--- src/rtl/shift_pkg.sv ---
// shift_pkg: shared widths, shift op encoding and sequencer state enum
package shift_pkg;
  localparam int W = 16;
  localparam int AMT_W = 4;
  typedef enum logic [1:0] {
    SH_PASS = 2'b00,
    SH_LSL  = 2'b01,
    SH_LSR  = 2'b10,
    SH_ASR  = 2'b11
  } sh_op_e;
  typedef enum logic [1:0] {
    S_IDLE,
    S_SHIFT,
    S_DONE
  } state_e;
endpackage

--- src/rtl/shifter.sv ---
// shifter: 16-bit single-step shifter; in operand, shift op (pass/LSL1/LSR1/ASR1), sout result
module shifter
  import shift_pkg::*;
(
  input  logic [W-1:0] in,
  input  logic [1:0]   shift,
  output logic [W-1:0] sout
);
  always_comb
    sout = shift == SH_LSL ? {in[W-2:0], 1'b0} :
           shift == SH_LSR ? {1'b0, in[W-1:1]} :
           shift == SH_ASR ? {in[W-1], in[W-1:1]} : in;
endmodule

--- src/rtl/shift_sequencer.sv ---
// shift_sequencer: multi-step shift via 1-bit shifter; clk/reset, start+in/op/amount capture, busy/done/result outputs
module shift_sequencer
  import shift_pkg::*;
(
  input  logic             clk,
  input  logic             reset,
  input  logic             start,
  input  logic [W-1:0]     in,
  input  logic [1:0]       op,
  input  logic [AMT_W-1:0] amount,
  output logic             busy,
  output logic             done,
  output logic [W-1:0]     result
);
  state_e state_q, state_d;
  sh_op_e op_q, op_d;
  logic [W-1:0] data_q, data_d, result_q, result_d, sout;
  logic [AMT_W-1:0] cnt_q, cnt_d;
  logic busy_q, busy_d, done_q, done_d;
  shifter u_shifter (.in(data_q), .shift(op_q), .sout(sout));
  always_comb begin
    state_d = state_q;
    op_d = op_q;
    data_d = data_q;
    cnt_d = cnt_q;
    result_d = result_q;
    if (state_q == S_IDLE && start) begin
      data_d = in;
      op_d = sh_op_e'(op);
      cnt_d = amount;
      state_d = (amount == '0 || op == SH_PASS) ? S_DONE : S_SHIFT;
      result_d = (amount == '0 || op == SH_PASS) ? in : result_q;
    end else if (state_q == S_SHIFT) begin
      data_d = sout;
      cnt_d = cnt_q - AMT_W'(1);
      state_d = cnt_q == AMT_W'(1) ? S_DONE : S_SHIFT;
      result_d = cnt_q == AMT_W'(1) ? sout : result_q;
    end else if (state_q == S_DONE) begin
      state_d = S_IDLE;
    end
    busy_d = state_d != S_IDLE;
    done_d = state_d == S_DONE;
  end
  always_ff @(posedge clk or posedge reset)
    if (reset) begin
      state_q <= S_IDLE;
      op_q <= SH_PASS;
      data_q <= '0;
      cnt_q <= '0;
      result_q <= '0;
      busy_q <= 1'b0;
      done_q <= 1'b0;
    end else begin
      state_q <= state_d;
      op_q <= op_d;
      data_q <= data_d;
      cnt_q <= cnt_d;
      result_q <= result_d;
      busy_q <= busy_d;
      done_q <= done_d;
    end
  assign busy = busy_q;
  assign done = done_q;
  assign result = result_q;
endmodule

--- config.mk ---
export PLATFORM = sky130hd
export DESIGN_NAME = shift_sequencer
export DESIGN_NICKNAME = d
export VERILOG_FILES = /design/src/rtl/shift_pkg.sv /design/src/rtl/shifter.sv /design/src/rtl/shift_sequencer.sv
export SDC_FILE = /design/constraint.sdc
export NUM_CORES = 1
export LEC_CHECK = 0
export ABC_AREA = 1
export BUFFER_PORTS_ARGS = -buffer_cell sky130_fd_sc_hd__buf_2
export CORE_MARGIN = 2
export CORE_UTILIZATION = 40
export CTS_BUF_LIST = sky130_fd_sc_hd__clkbuf_4 sky130_fd_sc_hd__clkbuf_8 sky130_fd_sc_hd__clkbuf_16
export DETAILED_ROUTE_END_ITERATION = 7
export GPL_TIMING_DRIVEN = 0
export REMOVE_ABC_BUFFERS = 1
export SETUP_SLACK_MARGIN = 0.2
export SKIP_CTS_REPAIR_TIMING = 1
export SLEW_MARGIN = 40
export SYNTH_ARGS = -nofsm -noshare
export SYNTH_HDL_FRONTEND = slang
export SYNTH_SLANG_ARGS = --single-unit
export TNS_END_PERCENT = 5
--- constraint.sdc ---
create_clock -name clk -period 1.6 [get_ports clk]
set_input_delay 0.24 -clock clk [delete_from_list [all_inputs] [get_ports clk]]
set_output_delay 0.24 -clock clk [all_outputs]
set_load 0.005 [all_outputs]
# After elaboration in Yosys (flattened, before gate mapping)
# Index checks and enable logic that the tools add are counted.
# classes
add_sub_neg	1
n_eq_ne	8
n_mux	16
reduce_logical	9
# ops
cell	n
16-bit 2-to-1 mux	8
15-bit 2-to-1 mux	1
2-bit 2-to-1 mux	5
2-bit equality test, second input constant	4
4-bit 2-to-1 mux	2
2-bit nonzero test	3
2-bit by 1-bit equality test with 1-bit output, second input constant	2
4-bit by 1-bit equality test with 1-bit output, second input constant	1
2-bit zero test	2
4-bit zero test	1
4-bit by 1-bit subtractor with 4-bit output, second input constant	1
3-bit AND reduction	1
2-bit by 1-bit inequality test with 1-bit output, second input constant	1
1-bit logical AND	1
1-bit logical OR	1
# word_totals
register_bits	42
inputBits	25
output_inout_bits	18
word_cells	41

# Logic depth before layout (Yosys ltp)
# logic_depth
word_depth	7
mapped_depth	9
mapped_depth_nobuf	8

# Cells and area by module
# From an unflattened synthesis, not the netlist that was laid out.
# hier_totals
cells_unflattened	342
hier_area_um2	2466.1
# modules_own_cells
module	n_inst	cells_each	area_per_inst_um2	seq_area_each_um2
shift_sequencer	1	241	1976.9	1051.0
shifter	1	101	489.2	0.0

# Worst setup path after synthesis
# OpenSTA, ideal clock, no wires.
# synth_timing
path_type	register -> register
start	reg cnt_q[1]
end	reg result_q[12], in the netlist result[12]
setup_ns	0.117
arrival_time_ns	1.201
required_ns	1.483
path_slack_ns	0.282
path_stages_with_launch	9
path_buffers	1
period_less_slack_ns	1.318
cell_sequence	dfrtp_1 inv_1 ha_1 nand2_1 nor2_1 nand2_4 buf_2 nand3_1 nand2_1
# synth_between
elab_chain_cells	3
# synth_rtl
item	line_no	source
start: declaration	shift_sequencer.sv:18	logic [AMT_W-1:0] cnt_q, cnt_d;
start signal: assignment	shift_sequencer.sv:57	cnt_q <= cnt_d;
4-bit by 1-bit equality test with 1-bit output	shift_sequencer.sv:37	result_d = cnt_q == AMT_W'(1) ? sout : result_q;
2-bit nonzero test (no source line)	n/a	
3-bit AND reduction (no source line)	n/a	
end signal: assignment	shift_sequencer.sv:58	result_q <= result_d;
end: declaration	shift_sequencer.sv:17	logic [W-1:0] data_q, data_d, result_q, result_d, sout;
# Every way passes these cells.
# A chain may end at the register's enable or synchronous reset.

# Worst setup path in the final report
# layout_timing
start	reg cnt_q[1]
end	reg result_q[15], in the netlist result[15]
# The elaborated chain is that of the path after synthesis.

==> summary.md <==
| Metric | Value |
|---|---|
| Clk network pwr share | `0.395` |
| Root buffer cell | `clkbuf_8` |
| Clk Latency, worst-skew pair | `0.30 ns` |
| PwrDens | `roughly 610 nW/um^2` |
| Most frequent cells in the layout | `nand2_1 (118), nand3_1 (72), buf_2 (42), dfrtp_1 (40), inv_1 (19)` |
| WHS Endpoint | `op_q[1]` |
| Final Cycle Share | `0.889` |
| Starting Density | `0.414` |
| Comb pwr share | `0.041` |
| Initial antenna violation count | `0` |
| Final Critical Period | `~1.4 ns` |
| Clk sinks | `between 40 and 50` |
| Starting DRT DRC Count | `between 150 and 200` |
| Synth top area cells | `dfrtp_1 (43%), nand2_1 (18%), nand3_1 (15%)` |
| Pins Over Slew Limit | `0` |
| Core box area | `5960 um^2` |
| DP Cell Count | `425` |
| Leakage power | `1.53 nW` |
| Via density | `about 5.1` |
| Met3 usage | `0.0348` |
| Clk slew on worst S/H paths | `approximately 0.08 ns` |
| Number of diodes | `0` |
| Multi-input combinational cell area | `~1300 um^2` |
| Die W | `just over 80 um` |
| Post-layout util | `0.515` |
| Sequential share of power | `0.565` |
| Wire length per cell | `roughly 15 um` |
| Routed via count | `roughly 2,300` |
| Final Power | `0.00188 W` |
| Die Height | `roughly 83 um` |
| Worst Max-Slew Pin Slew | `about 0.32 ns` |
| CP required | `between 1.5 and 2 ns` |
| Top cell type's share of synthesized area | `0.426` |
| Critical Path End Type | `flop` |
| Via count of the first global-routing pass | `between 2,000 and 2,500` |
| #FFs+latches synth | `42` |
| Yosys warns | `0` |
| Register-to-Register Path Depth | `8` |
| Worst-case clock skew | `roughly 0.0058 ns` |
| Synthesized area per cell | `between 7 and 8 um^2` |
| CP Launch Type | `flop` |
| Largest net degree at the start of global routing | `42` |
| Met2 usage | `0.316` |
| Slew HR | `0.783` |
| WHS Path Cells | `3` |
| Mapped cell area | `~2500 um^2` |
| Non-Filler Instances | `roughly 460` |
| Source of the worst hold timing path | `op[1]` |
| Post-Route WL | `6660 um` |
| Worst hold slack | `between 0.2 and 0.25 ns` |
| Setup Crit Path Kind | `reg -> reg` |
| Part of the Yosys area used for sequential elements | `0.426` |
| Pre-antenna DRT Iters | `4` |
| Die area | `6810 um^2` |
| P_int | `about 0.0015 W` |
| CP max FO | `6` |
| TritonCTS clock tree | `yes` |
| Post-DRT Antenna Nets | `0` |
| FF+latch area | `1060 um^2` |
| Row cnt | `28` |
| Final nets | `between 400 and 500` |
| Top Ports | `43` |
| CTS buffer count | `5` |
| Grt met1 use | `0.223` |
| Sw frac | `0.226` |
| Worst r2r src | `cnt_q[1]` |
| Clk buf depth | `2` |
| Arr. time, crit path | `about 1.6 ns` |
| Outcome | `finished, final reports clean` |
| Synth Instances | `between 300 and 400` |
| Final-layout fill cell count | `590` |
| Sw Pwr | `~0.00043 W` |
| Share of cells above drive strength 1 | `0.261` |
| Final hold violation count | `0` |
| Reg-to-reg slack, setup | `0.18 ns` |
| Max cap viols | `0` |
| GP Congestion | `0.811` |
| Maximum VDD drop | `around 0.31 mV` |
| R2r endpoint | `result[15]` |
| GRT Residual Overflow | `0` |
| Area grow syn2layout | `24.2%` |
| Most common cell after layout, fill and taps aside | `nand2_1` |
| Achievable Freq | `703 MHz` |
| Post-route DRC | `0` |
| First-pass GRT wire length | `9450 um` |
| PortBufs | `42` |
| RSZ-0062 raised after global routing | `true` |
| Gr usage total | `0.179` |
| Hold crit path type | `in -> reg` |
| Hpwl dp | `~3500 um` |
| Post-synth cell types | `27` |
| Final Setup Violations | `0` |
| Busiest grt layer | `met2` |
| Top cell type by total area after synthesis | `dfrtp_1` |
| H-Tree Depth | `2` |
worst max-delay path, cell delays in order (launching register included):
cell	delay [ns]
dfrtp_1	0.38
inv_2	0.06
ha_2	0.17
nand2_2	0.07
nor2_4	0.19
nand2_8	0.13
clkbuf_16	0.18
nand3_1	0.09
nand2_1	0.06
area by class of cell:
type	count	share of cell area
multi-input combinational	244	0.424
inverter	28	0.0441
timing repair buffer	58	0.126
clock inverter	1	0.00163
sequential	42	0.344
tap	75	0.0306
clock buffer	7	0.0294
per-layer routing:
metal,wire (um),up-vias
met1,2910,1071
met5,0,-
met3,415,6
met2,3280,77
met4,50,0
li1,-,1157
Yosys cell counts:
cell type  instances
nand3_1           72
or2_4              1
nor2_2             1
dfrtp_1           42
inv_1             21
nand2_8            2
buf_4              3
ha_1               2
o21ai_0            6
nor3_1             1
nand2_1          119
nand2_2            1
buf_6              8
o22ai_1            2
o211ai_2           1
buf_2              3
nor2_4             1
nand2_4            3
inv_6              1
or2_1             12
xnor2_1            1
o211ai_1           2
inv_2              4
nand3_2            3
inv_4              2
nor2_1             7
buf_12             1
worst max-delay path by stage:
| stage | from | to | slack [ns] |
|---|---|---|---|
| 2_1_floorplan | state_q[0] | cnt_q[3] | 0.12 |
| 3_3_place_gp | state_q[1] | cnt_q[3] | -0.35 |
| 3_5_place_dp | state_q[1] | cnt_q[3] | -0.34 |
| 4_1_cts | state_q[1] | cnt_q[3] | -0.35 |
| 5_1_grt | state_q[1] | result[10] | 0.12 |
| 6_report | cnt_q[1] | result[15] | 0.18 |
sequential cells by signal, summed over array words and instances, names as in the netlist:
signal and count:
data_q 16, result 16, cnt_q 4, op_q 2, state_q 2, busy 1, done 1
power groups by stage:
| stage | registers (W) | logic [W] | clock network (W) |
|---|---|---|---|
| after floorplan | 0.00108 | 0.0000248 | 0 |
| after global placement | 0.00108 | 0.0000632 | 0 |
| after detailed placement | 0.00108 | 0.0000709 | 0 |
| after CTS | 0.00106 | 0.0000711 | 0.000756 |
| after global routing | 0.00106 | 0.0000886 | 0.000800 |
| final | 0.00106 | 0.0000766 | 0.000744 |
cell families (layout without fill, tap and decap cells):
logic type,after synthesis,count (layout),synth area share
AO/OA/AOI/OAI,11,11,0.0284
buffers and inverters,43,94,0.106
adder cells (fa/ha/maj),2,2,0.0101
AND/OR/NAND/NOR,223,230,0.425
flip-flops,42,42,0.426
XOR/XNOR,1,1,0.00355
stage by stage:
stage                     setup TNS, ns  setup slack [ns]  instance area (um^2)
after global routing                  0             0.124                  3070
after floorplan                       0             0.118                  2320
after global placement           -19.10            -0.345                  2620
after CTS                         -8.13            -0.352                  2740
final                                 0             0.178                  3070
after detailed placement          -7.79            -0.339                  2650
(Power assumes the default switching activity.)
